<file path="src/rtl/ms_tmr32_in_cond.sv">
// Input conditioner for the ms_tmr32 counter/capture pin: synchroniser, polarity
// select, run-length glitch filter, edge strobes and a saturating glitch counter.
module ms_tmr32_in_cond #(
  parameter int SYNC_STAGES = 2,
  parameter int FLT_W       = 8,
  parameter int GCNT_W      = 8
) (
  input  logic              PCLK,
  input  logic              PRESETn,
  input  logic              pin_in,
  input  logic              en,
  input  logic              inv,
  input  logic [FLT_W-1:0]  flt_len,
  input  logic              glitch_clr,
  output logic              ctr_out,
  output logic              rise_p,
  output logic              fall_p,
  output logic [GCNT_W-1:0] glitch_cnt
);

  logic [SYNC_STAGES-1:0] sync;
  logic [FLT_W-1:0]       cnt;
  logic                   ctr_q;
  logic                   x;
  logic                   match;
  logic                   glitch;

  // Synchroniser runs even when disabled so the level is settled when en rises.
  always_ff @(posedge PCLK or negedge PRESETn) begin
    if (!PRESETn) sync <= '0;
    else          sync <= {sync[SYNC_STAGES-2:0], pin_in};
  end

  assign x      = sync[SYNC_STAGES-1] ^ inv;
  assign match  = (x == ctr_out);
  // A run that ends before acceptance is a rejected pulse.
  assign glitch = en && match && (cnt != '0);

  always_ff @(posedge PCLK or negedge PRESETn) begin
    if (!PRESETn) begin
      ctr_out <= 1'b0;
      ctr_q   <= 1'b0;
      cnt     <= '0;
    end else if (!en) begin
      ctr_out <= 1'b0;
      ctr_q   <= 1'b0;
      cnt     <= '0;
    end else begin
      ctr_q <= ctr_out;
      if (match) begin
        cnt <= '0;
      end else if (cnt >= flt_len) begin
        // >= so a shortened flt_len takes effect at once instead of stalling.
        ctr_out <= x;
        cnt     <= '0;
      end else begin
        cnt <= cnt + 1'b1;
      end
    end
  end

  always_ff @(posedge PCLK or negedge PRESETn) begin
    if (!PRESETn)                   glitch_cnt <= '0;
    else if (glitch_clr)            glitch_cnt <= '0;
    else if (glitch && !(&glitch_cnt)) glitch_cnt <= glitch_cnt + 1'b1;
  end

  assign rise_p = ctr_out & ~ctr_q;
  assign fall_p = ~ctr_out & ctr_q;

endmodule

</file>
<file path="config.mk">
export PLATFORM = sky130hd
export DESIGN_NAME = ms_tmr32_in_cond
export DESIGN_NICKNAME = d
export VERILOG_FILES = /design/src/rtl/ms_tmr32_in_cond.sv
export SDC_FILE = /design/constraint.sdc
export NUM_CORES = 1
export LEC_CHECK = 0
export ABC_AREA = 1
export BUFFER_PORTS_ARGS = -buffer_cell sky130_fd_sc_hd__buf_2
export CAP_MARGIN = 20
export CORE_UTILIZATION = 59
export DETAILED_ROUTE_END_ITERATION = 16
export PLACE_DENSITY = 0.92
export REMOVE_ABC_BUFFERS = 1
export SLEW_MARGIN = 10
export SYNTH_ARGS = -nofsm -noshare
export SYNTH_HDL_FRONTEND = slang
export SYNTH_SLANG_ARGS = --single-unit
</file>
<file path="constraint.sdc">
create_clock -name PCLK -period 2.6 [get_ports PCLK]
set_clock_uncertainty 0.1 [all_clocks]
set_input_delay 0.26 -clock PCLK [delete_from_list [all_inputs] [get_ports PCLK]]
set_output_delay 0.26 -clock PCLK [all_outputs]
set_load 0.05 [all_outputs]
</file>
==> results.json <==
{
  "grt_max_degree": 21,
  "gp_congestion": 0.827,
  "crit_type": "flip-flop to flip-flop",
  "place.port_buffers": 24,
  "die_area_sq_um": 2480,
  "final_common_cell": "nand2_1",
  "ant_nets": 0,
  "synth.top_cells.by_area": "dfrtp_1 37%, nand2_1 13%, ha_1 10%, inv_1 7.5%, nand3_1 6.3%",
  "fmax_mhz": 584,
  "cap_violations": 0,
  "drv_slew": 0,
  "yosysUniqueCellTypes": 22,
  "post-cts-setup-buffers": 0,
  "die_w_um": 49.8,
  "drive_above_1_share_pct": 22.1,
  "seq_area_frac_synth_pct": 37.1,
  "grt_overflow": 0,
  "yosysTopAreaCell": "dfrtp_1",
  "hold_class": "input pin to flip-flop",
  "ir_drop_uv": 319,
  "avgViaCountPerCell": 5.15,
  "synth-async-reset-ratio_pct": 100,
  "grt_pass1_wl_um": 5000,
  "netlist_area_sq_um": 1350,
  "final.setup.tns_ns": 0,
  "seqCellArea_sq_um": 500,
  "tritoncts": "yes",
  "arrival_ns": 1.87,
  "crit_required_ns": 2.75,
  "cts_hold_buf": 2,
  "fin_crit_sh_pct": 65.9,
  "fill_cells": 158,
  "die_h_um": 49.8,
  "antenna_found_initial": 0,
  "whs_ns": 0.0579,
  "report.final.hold_viol_count": 0,
  "drtIter0Drc": 44,
  "nNetsFinal": 230,
  "end_kind": "flip-flop",
  "detailed_place_hpwl_um": 2130,
  "worstSkewPairLatency_ns": 0.31,
  "htree_levels": 1,
  "start_util_pct": 65.4,
  "multi_input_area_sq_um": 733,
  "rows": 16,
  "regToRegSetupSlack_ns": 0.89,
  "grt_pass1_vias": 1190,
  "cts_buffers": 3,
  "antenna_cells": 0,
  "synth-edff-count": 0,
  "grt_usage_pct": 27.4,
  "cts_resized": 0,
  "clkTransAtPathRegs_ns": 0.12,
  "max-slew-margin-rel_pct": 70.6,
  "netlist_instances": 175,
  "cts.sinks": 20,
  "start_kind": "flip-flop",
  "p_leak_nw": 0.869,
  "worst_pin_slew_ns": 0.441,
  "num_vias": 1190,
  "clk_path_buf_depth": 2,
  "ios": 25,
  "status": "complete, no violations",
  "routed_wirelength_um": 2780,
  "core_area_sq_um": 2060,
  "synthToLayoutAreaGrowth_pct": 15.2,
  "yosys_warnings": 0,
  "drc_errors": 0,
  "final_cell_mix": "47 x nand2_1, 27 x inv_1, 24 x buf_2, 20 x dfrtp_1, 19 x nor2_1",
  "cts-root-buf": "clkbuf_4",
  "ys_ff_latch": 20,
  "firstDrtPassIters": 4,
  "worst-path-max-fanout": 8,
  "synth.top_cell.area_share_pct": 37.1,
  "syn_area_per_cell_sq_um": 7.70,
  "wl_per_cell_um": 12.0,
  "synth_flop_cell": "dfrtp_1",
  "power.density_nw_per_um2": 449,
  "setup_violations": 0,
  "rsz0062_at_grt": "no",
  "finalCriticalPeriod_ns": 1.71
}
-- Yosys cell counts, drive strengths merged, types with 2 or more instances --
library cell  count
nand2            49
nand3b            2
inv              28
nand3            18
nand4             3
xnor2             3
ha               11
xor2              6
nor2             30
dfrtp            20
-- state kept, by name, indices dropped and copies added, names as in the netlist --
signal	count
glitch_cnt	8
sync	2
ctr_q	1
ctr_out	1
cnt	8
-- final cells by class --
cell class                      instances  share of cell area [%]
Clock buffer                            4                    2.34
Multi-Input combinational cell        125                    47.2
Timing Repair Buffer                   26                    9.02
Tap cell                               27                    2.18
Inverter                               29                    7.01
Sequential cell                        20                    32.2
-- final timing paths --
path | cells after the start | start | to
setup / recovery | 11 | cnt[0]$_DFF_PN0_ | cnt[5]$_DFF_PN0_
hold / removal | 3 | en | ctr_q$_DFF_PN0_
setup reg to reg | 11 | cnt[0]$_DFF_PN0_ | cnt[5]$_DFF_PN0_
hold reg to reg | 0 | sync[0]$_DFF_PN0_ | sync[1]$_DFF_PN0_
max in group asynchronous | 2 | PRESETn | ctr_q$_DFF_PN0_
min in group asynchronous | 2 | PRESETn | glitch_cnt[2]$_DFFE_PN0P_
-- kinds of logic (layout without fill, tap and decap cells) --
logic type,count (synthesis),in the layout,synth area share (%)
XOR/XNOR,9,9,5.85
buffers and inverters,30,59,8.45
AO/OA/AOI/OAI,1,1,0.371
flip-flops,20,20,37.1
AND/OR/NAND/NOR,104,104,38.0
adder cells (fa/ha/maj),11,11,10.2
-- metal layers --
layer,vias to the layer above,wire (um),track usage (%)
li1,599,-,-
met1,531,1150,30.6
met2,56,1430,50.5
met3,4,168,5.25
met4,0,36,10.5
met5,-,0,0
-- worst max-delay path, cell delays in order (launching register included) --
cell      delay (ns)
dfrtp_1         0.43
inv_1           0.08
ha_1            0.27
inv_1           0.07
nand2_1         0.06
nand2_1         0.05
nand2_1         0.04
nand2_1         0.05
nand2_1         0.05
nand2_1         0.14
nand3b_4        0.18
nor2_2          0.13
-- report_power, final --
group	switching [mW]	internal [mW]	leakage, nW
clock	0.104	0.0857	0.0210
sequential	0.0167	0.325	0.270
combinational	0.114	0.0521	0.578
total	0.235	0.463	0.869
-- through the flow --
stage | power, mW | setup slack (ns) | cells | instance area, sq um | utilization [%]
floorplan | 0.461 | 0.797 | 174 | 1340 | -
global placement | 0.501 | 1.04 | 225 | 1500 | 72.6
detailed placement | 0.511 | 0.929 | 225 | 1500 | 72.6
CTS | 0.698 | 0.894 | 231 | 1550 | 75.3
global route | 0.735 | 0.729 | 231 | 1550 | 75.3
finish | 0.698 | 0.888 | 231 | 1550 | 75.3
No activity file was read; power rests on OpenSTA's default activity.
